[src/rtl/gf_operand_loader.sv]
// Framed serial operand loader and result serializer for the GF datapath.
// Optional even-parity frame check is enabled by defining GF_LOADER_PARITY_EN.
module gf_operand_loader #(
    parameter int DATA_WIDTH     = 32,
    parameter int COMPUTE_CYCLES = 2
) (
    input  logic                    clk,
    input  logic                    reset,
    input  logic                    in_valid,
    input  logic                    in_bit,
    output logic                    in_ready,
    output logic [DATA_WIDTH-1:0]   op_a,
    output logic [DATA_WIDTH-1:0]   op_b,
    output logic                    op_enable,
    input  logic [2*DATA_WIDTH-1:0] result_in,
    output logic                    out_valid,
    output logic                    out_bit,
    output logic                    out_last,
    output logic                    frame_err
);

    localparam int RES_W = 2 * DATA_WIDTH;
    localparam int CNT_W = $clog2(RES_W) + 1;

    typedef enum logic [2:0] {
        IDLE,
        LOAD_A,
        LOAD_B,
`ifdef GF_LOADER_PARITY_EN
        CHECK,
`endif
        COMPUTE,
        SHIFT
    } state_t;

    state_t           state, nxt;
    logic [CNT_W-1:0] cnt, cnt_d;
    logic [7:0]       ccnt, ccnt_d;
    logic [RES_W-2:0] sreg;
    logic             take;
    logic             ready_d, enable_d, valid_d, last_d;
    logic             parity_bad;

    assign take = in_valid && in_ready;

    always_ff @(posedge clk or posedge reset) begin
        if (reset) begin
            state     <= IDLE;
            cnt       <= '0;
            ccnt      <= '0;
            in_ready  <= 1'b1;
            op_enable <= 1'b0;
            out_valid <= 1'b0;
            out_last  <= 1'b0;
        end else begin
            state     <= nxt;
            cnt       <= cnt_d;
            ccnt      <= ccnt_d;
            in_ready  <= ready_d;
            op_enable <= enable_d;
            out_valid <= valid_d;
            out_last  <= last_d;
        end
    end

    always_comb begin
        nxt        = state;
        cnt_d      = cnt;
        ccnt_d     = ccnt;
        parity_bad = 1'b0;
        case (state)
            IDLE: begin
                if (take) begin
                    nxt   = LOAD_A;
                    cnt_d = CNT_W'(1);
                end
            end
            LOAD_A: begin
                if (take) begin
                    if (cnt == CNT_W'(DATA_WIDTH - 1)) begin
                        nxt   = LOAD_B;
                        cnt_d = '0;
                    end else begin
                        cnt_d = cnt + 1'b1;
                    end
                end
            end
            LOAD_B: begin
                if (take) begin
                    if (cnt == CNT_W'(DATA_WIDTH - 1)) begin
`ifdef GF_LOADER_PARITY_EN
                        nxt    = CHECK;
`else
                        nxt    = COMPUTE;
`endif
                        cnt_d  = '0;
                        ccnt_d = '0;
                    end else begin
                        cnt_d = cnt + 1'b1;
                    end
                end
            end
`ifdef GF_LOADER_PARITY_EN
            CHECK: begin
                if (take) begin
                    // Even parity: the XOR over both operands and the parity bit must be zero.
                    if (^{op_a, op_b, in_bit}) begin
                        nxt        = IDLE;
                        parity_bad = 1'b1;
                    end else begin
                        nxt    = COMPUTE;
                        ccnt_d = '0;
                    end
                end
            end
`endif
            COMPUTE: begin
                if (ccnt == 8'(COMPUTE_CYCLES - 1)) begin
                    nxt   = SHIFT;
                    cnt_d = CNT_W'(1);
                end else begin
                    ccnt_d = ccnt + 1'b1;
                end
            end
            SHIFT: begin
                if (cnt == CNT_W'(RES_W)) begin
                    nxt   = IDLE;
                    cnt_d = '0;
                end else begin
                    cnt_d = cnt + 1'b1;
                end
            end
            default: nxt = IDLE;
        endcase
    end

    // Outputs are registered, so they are decoded from the next state.
    always_comb begin
        ready_d  = !(nxt == COMPUTE || nxt == SHIFT);
        enable_d = (nxt == COMPUTE);
        valid_d  = (nxt == SHIFT);
        last_d   = valid_d && (cnt_d == CNT_W'(RES_W));
    end

    always_ff @(posedge clk or posedge reset) begin
        if (reset) begin
            op_a    <= '0;
            op_b    <= '0;
            sreg    <= '0;
            out_bit <= 1'b0;
        end else begin
            if (take && (state == IDLE || state == LOAD_A))
                op_a <= {op_a[DATA_WIDTH-2:0], in_bit};
            if (take && state == LOAD_B)
                op_b <= {op_b[DATA_WIDTH-2:0], in_bit};
            if (state == COMPUTE && nxt == SHIFT) begin
                out_bit <= result_in[0];
                sreg    <= result_in[RES_W-1:1];
            end else if (state == SHIFT && nxt == SHIFT) begin
                out_bit <= sreg[0];
                sreg    <= {1'b0, sreg[RES_W-2:1]};
            end else begin
                out_bit <= 1'b0;
            end
        end
    end

`ifdef GF_LOADER_PARITY_EN
    always_ff @(posedge clk or posedge reset) begin
        if (reset) frame_err <= 1'b0;
        else       frame_err <= parity_bad;
    end
`else
    assign frame_err = 1'b0;
`endif

endmodule

[config.mk]
export PLATFORM = sky130hd
export DESIGN_NAME = gf_operand_loader
export DESIGN_NICKNAME = d
export VERILOG_FILES = /design/src/rtl/gf_operand_loader.sv
export SDC_FILE = /design/constraint.sdc
export NUM_CORES = 1
export LEC_CHECK = 0
export CAP_MARGIN = 0
export CORE_UTILIZATION = 33
export DETAILED_ROUTE_END_ITERATION = 7
export HOLD_SLACK_MARGIN = 0.05
export REMOVE_ABC_BUFFERS = 1
export SYNTH_ARGS = -nofsm -noshare
export SYNTH_HDL_FRONTEND = slang
export SYNTH_SLANG_ARGS = --single-unit
export TNS_END_PERCENT = 1
[constraint.sdc]
create_clock -name clk -period 9.4 [get_ports clk]
set_input_delay 0.94 -clock clk [delete_from_list [all_inputs] [get_ports clk]]
set_output_delay 0.94 -clock clk [all_outputs]
set_load 0.01 [all_outputs]
# Yosys cells after proc, flatten, opt, wreduce, memory -nomap -nowiden
# Cells that the tools add are included.
[totals] regBits=150 input_bits=68 output_inout_bits=70 wordCells=62
[op_classes] n_addsub=2 n_eq_ne=13 mux=22 reduce_logical=14
[ops] op="$mux W63" count=2
[ops] op="$mux W7" count=5
[ops] op="$pmux W7 S4" count=1
[ops] op="$mux W8" count=3
[ops] op="$mux W3" count=7
[ops] op="$pmux W8 S2" count=1
[ops] op="$pmux W3 S5" count=1
[ops] op="$eq A7 B7 Y1 const B" count=2
[ops] op="$eq A3 B2 Y1 const B" count=3
[ops] op="$add A8 B1 Y8 const B" count=1
[ops] op="$eq A8 B1 Y1 const B" count=1
[ops] op="$add A7 B1 Y7 const B" count=1
[ops] op="$eq A7 B5 Y1 const B" count=1
[ops] op="$eq A3 B3 Y1 const B" count=2
[ops] op="$logic_and A1 B1 Y1" count=6
[ops] op="$ne A2 B2 Y1 const B" count=3
[ops] op="$reduce_and A4 Y1" count=1
[ops] op="$reduce_bool A2 Y1" count=2
[ops] op="$eq A3 B1 Y1 const B" count=1
[ops] op="$logic_not A3 Y1" count=1
[ops] op="$logic_or A1 B1 Y1" count=2
[ops] op="$mux W1" count=2
[ops] op="$reduce_or A2 Y1" count=1
[ops] op="$logic_not A1 Y1" count=1

# Depth between registers and ports, before layout
[logic_depth] ltp_word=8 depth_mapped=9 depth_no_buf=8

# Worst setup path after synthesis
# OpenSTA, ideal clock, no wires.
[synth_path] kind="in2reg" start="input port in_valid" end="register out_last" setup_time_ns=0.094 arrival_ns=2.260 required_ns=9.306 path_slack_ns=7.046 stages=6 n_path_buf=0 path_cell_list="and3b_1 o311ai_0 a31oi_1 o22a_1 or4_4 nor4b_4"
[synth_between] elab_chain_len=5 elab_cells_between_ends=11 classes_between="2 x eq/ne; 7 x mux; 2 x reduce/logical"
[synth_rtl] item="from (decl)" line="9" text="input logic in_valid,"
[synth_rtl] item="$logic_and A1 B1 Y1 (*)" line="44" text="assign take = in_valid && in_ready;"
[synth_rtl] item="$mux W7 (on tied branches)" line="79, 73"
[synth_rtl] item="$pmux W7 S4 (*)" line="71" text="case (state)"
[synth_rtl] item="named net cnt_d[0]" line="37" text="logic [CNT_W-1:0] cnt, cnt_d;"
[synth_rtl] item="$eq A7 B7 Y1 (*)" line="142" text="last_d = valid_d && (cnt_d == CNT_W'(RES_W));"
[synth_rtl] item="$logic_and A1 B1 Y1 (*)" line="142"
[synth_rtl] item="named net last_d" line="41" text="logic ready_d, enable_d, valid_d, last_d;"
[synth_rtl] item="to (signal assigned)" line="62" text="out_last <= last_d;"
[synth_rtl] item="to (decl)" line="18" text="output logic out_last,"
# Mark *: on every way through the listed nets, which the timed path passes. The rest lies on a longest branch.
# A chain may end at the register's enable or synchronous reset.

# Worst setup path in the final report
[layout_path] start="register state[1]" end="register out_last"
[layout_between] elab_chain_len=5 elab_cells_between_ends=18 classes_between="6 x eq/ne; 9 x mux; 3 x reduce/logical"
[layout_rtl] item="from (decl)" line="36" text="state_t state, nxt;"
[layout_rtl] item="from (signal assigned)" line="56" text="state <= nxt;"
[layout_rtl] item="$eq A3 B1 Y1, or another cell as far along" line="71"
[layout_rtl] item="$reduce_or A2 Y1 (no line), or another cell as far along"
[layout_rtl] item="$pmux W7 S4 or $pmux W3 S5 (tied branches)" line="71"
[layout_rtl] item="$eq A7 B7 Y1 or $eq A3 B3 Y1 (tied branches)" line="142, 141"
[layout_rtl] item="$logic_and A1 B1 Y1 (*)" line="142"
[layout_rtl] item="named net last_d" line="41"
# Marks and branches as above.

==> metrics.md <==
| Metric | Value |
|---|---|
| # resized after CTS | `0` |
| Ranking of synthesized cells by area | `dfrtp_1 (57%), mux2_2 (11%), mux2i_1 (9.6%)` |
| Vias in the first global route | `4527` |
| Htree depth | `4` |
| Critical path peak fanout | `66` |
| Slew Viols, Final | `0` |
| Asr flop ratio synth | `1.00` |
| Layout cells sized above 1 | `0.160` |
| Mapped Area | `6560 µm²` |
| 1st-pass router iterations | `4` |
| Routed via count | `4460` |
| I/O Buffers | `136` |
| DRC violations left | `0` |
| Outcome | `completed` |
| Final setup viols | `0` |
| Relative slew margins | `0.360` |
| Worst EP arrival | `3610 ps` |
| Die X-Extent | `143 µm` |
| Max Fclk | `0.305 GHz` |
| Worst Hold Class | `reg2reg` |
| Layout area overhead | `33.8%` |
| LEAKAGE | `3.31 nW` |
| Synth cell types | `47` |
| R2R depth | `6` |
| Worst hold endpoint | `op_b[31]` |
| DR vias/cell | `4.64` |
| DRT iter0 DRCs | `265` |
| Startpoint Class | `flip-flop` |
| CTS tree | `built` |
| Number of I/O pins | `138` |
| P per Cell Area | `197 nW/µm²` |
| Hold Crit Start | `op_b[31]` |
| Sequential share of the synthesized area | `0.572` |
| Max-cap viol count | `0` |
| Most frequent cell after synthesis | `dfrtp_1` |
| Clk sink count | `150` |
| Post-synth top area cell | `dfrtp_1` |
| Peak supply drop | `0.127 mV` |
| Layout Cells excl Fill | `961` |
| Worst Tran Pin Value | `960 ps` |
| Post-CTS setup buffers | `0` |
| Initial antenna violation count | `1` |
| Synth Instances | `555` |
| Dpl cell area | `8160 µm²` |
| Die Height | `143 µm` |
| DRT antenna net count | `0` |
| Final worst path period share | `0.349` |
| Grt total ovfl | `0` |
| Final nets | `754` |
| Setup Skew | `11.3 ps` |
| Critical R2R Capture | `out_last` |
| Drt total wl | `13.9 mm` |
| Root buf cell | `clkbuf_16` |
| Crit path largest cell delay | `820 ps` |
| Number of synthesized register bits | `150` |
| Top cells by count, synth | `dfrtp_1 (149), nand2_1 (71), o21ai_0 (70), mux2_2 (64), mux2i_1 (63)` |
| Top cell type's share of synthesized area | `0.568` |
| Post-synth EDFFs | `0` |
| Hold slack | `509 ps` |
| Reg clk slew, reported paths | `60 ps` |
| Dpl hpwl | `9.64 mm` |
| Core Area | `19500 µm²` |
| Hold Path Depth | `1` |
| TritonCTS buffer count | `17` |
| Largest net degree at the start of global routing | `77` |
| WS Path Type | `reg2reg` |
| Crit-path cells | `nand3b_1 > and4bb_4 > buf_4 > nor2_1 > or4_4 > nor4b_4` |
| Placed Cells incl. Taps | `928` |
| RSZ-0062 raised after global routing | `no` |
| Final hold vios | `0` |
| Clk_lat worst skew | `420 ps` |
| Ys flop type | `dfrtp_1` |
| Die area | `20500 µm²` |
| Hold-fix buffers, CTS | `0` |
| Syn avg cell area | `11.8 µm²` |
| Syn. warnings | `0` |
| Final worst slack | `6120 ps` |
| Reg2reg setup slack | `6120 ps` |
| CP endpoint kind | `flip-flop` |
| Dpl ws | `6100 ps` |
| Post-route cell area | `8780 µm²` |
| Max Root-Sink Buffers | `2` |
| FF-to-FF Start | `state[1]` |
| Min Clock Period, post-route | `3280 ps` |
| Cell row count | `51` |
| Initial Util | `0.337` |
| Worst endpoint required time | `9730 ps` |
| Total Neg Setup Slack | `0 ps` |
| Global-route wire length before repair | `22.5 mm` |
| Drt wl/cell | `14.4 µm` |
| GRT Overall Usage | `0.141` |
| Slowest cell on crit path | `and4bb_4` |
| Final Wtd Congestion | `0.808` |
[registers in the layout, summed over array words and instances (netlist names)]
register and cells:
ccnt 8, sreg 63, op_b 32, op_a 32, out_valid 1, state 3
op_enable 1, cnt 7, in_ready 1, out_bit 1, out_last 1
[metal layers]
layer	vias to the layer above	routed length [µm]	track usage
li1	2203	-	-
met1	2159	6140	0.175
met2	79	7000	0.233
met3	19	440	0.0362
met4	0	272	0.0577
met5	-	0	0
[logic make-up after synthesis]
family | synth area share
AOI/OAI and AO/OA | 0.0868
xor gates and xnor gates | 0.0107
adders and majority gates | 0.00763
buffers and inverters | 0.0273
DFF | 0.572
muxes | 0.206
other | 0.000571
and+or+nand+nor | 0.0890
[final cells by class]
| type | instances | area [µm²] |
|---|---|---|
| clock inverter | 12 | 164 |
| clock buffer | 20 | 457 |
| sequential | 150 | 3750 |
| fill | 1794 | 10700 |
| antenna | 1 | 2.50 |
| tap | 265 | 332 |
| multi-input combinational | 363 | 2640 |
| timing repair buffer | 141 | 1400 |
| inverter | 9 | 38.8 |
[worst max-delay path: cells and delay by family (launching register included)]
family	cells	cell delay, ps
buf+inv	1	570
flops	1	590
simple gates	5	2030
[power breakdown]
part | switching [W] | internal (W)
Combinational | 0.0000997 | 0.000169
Clock | 0.000268 | 0.000436
Sequential | 0.0000487 | 0.000705
[layout by cell type (no fill, tap or decap), types with 3 or more instances in the layout]
cell / instances
dfrtp_1: 149
clkdlybuf4s50_1: 136
nand2_1: 71
o21ai_0: 70
mux2_2: 64
mux2i_1: 63
nor2_1: 20
clkbuf_16: 17
a21oi_1: 9
inv_1: 8
nand3_1: 8
xor2_1: 6
inv_6: 6
buf_4: 5
ha_1: 4
nand3b_1: 3
and3_1: 3
nand4_1: 3
nor3_1: 3
bufinv_16: 3
[worst max-delay path by stage]
stage / from / endpoint / slack, ps / cells after the start
global placement: in_valid / out_last / 6170 / 8
finish: state[1] / out_last / 6120 / 6
detailed placement: state[1] / out_last / 6100 / 6
floorplan: reset / ccnt[0] / 4430 / 1
CTS: state[1] / out_last / 6090 / 6
global route: ccnt[5] / out_last / 5870 / 6
[per-stage QoR]
| stage | utilization | power [W] |
|---|---|---|
| after floorplan | - | 0.000874 |
| final | 0.451 | 0.00173 |
| after CTS | 0.451 | 0.00175 |
| after global placement | 0.419 | 0.00103 |
| after global routing | 0.451 | 0.00180 |
| after detailed placement | 0.419 | 0.00104 |
No activity file was read; power rests on OpenSTA's default activity.
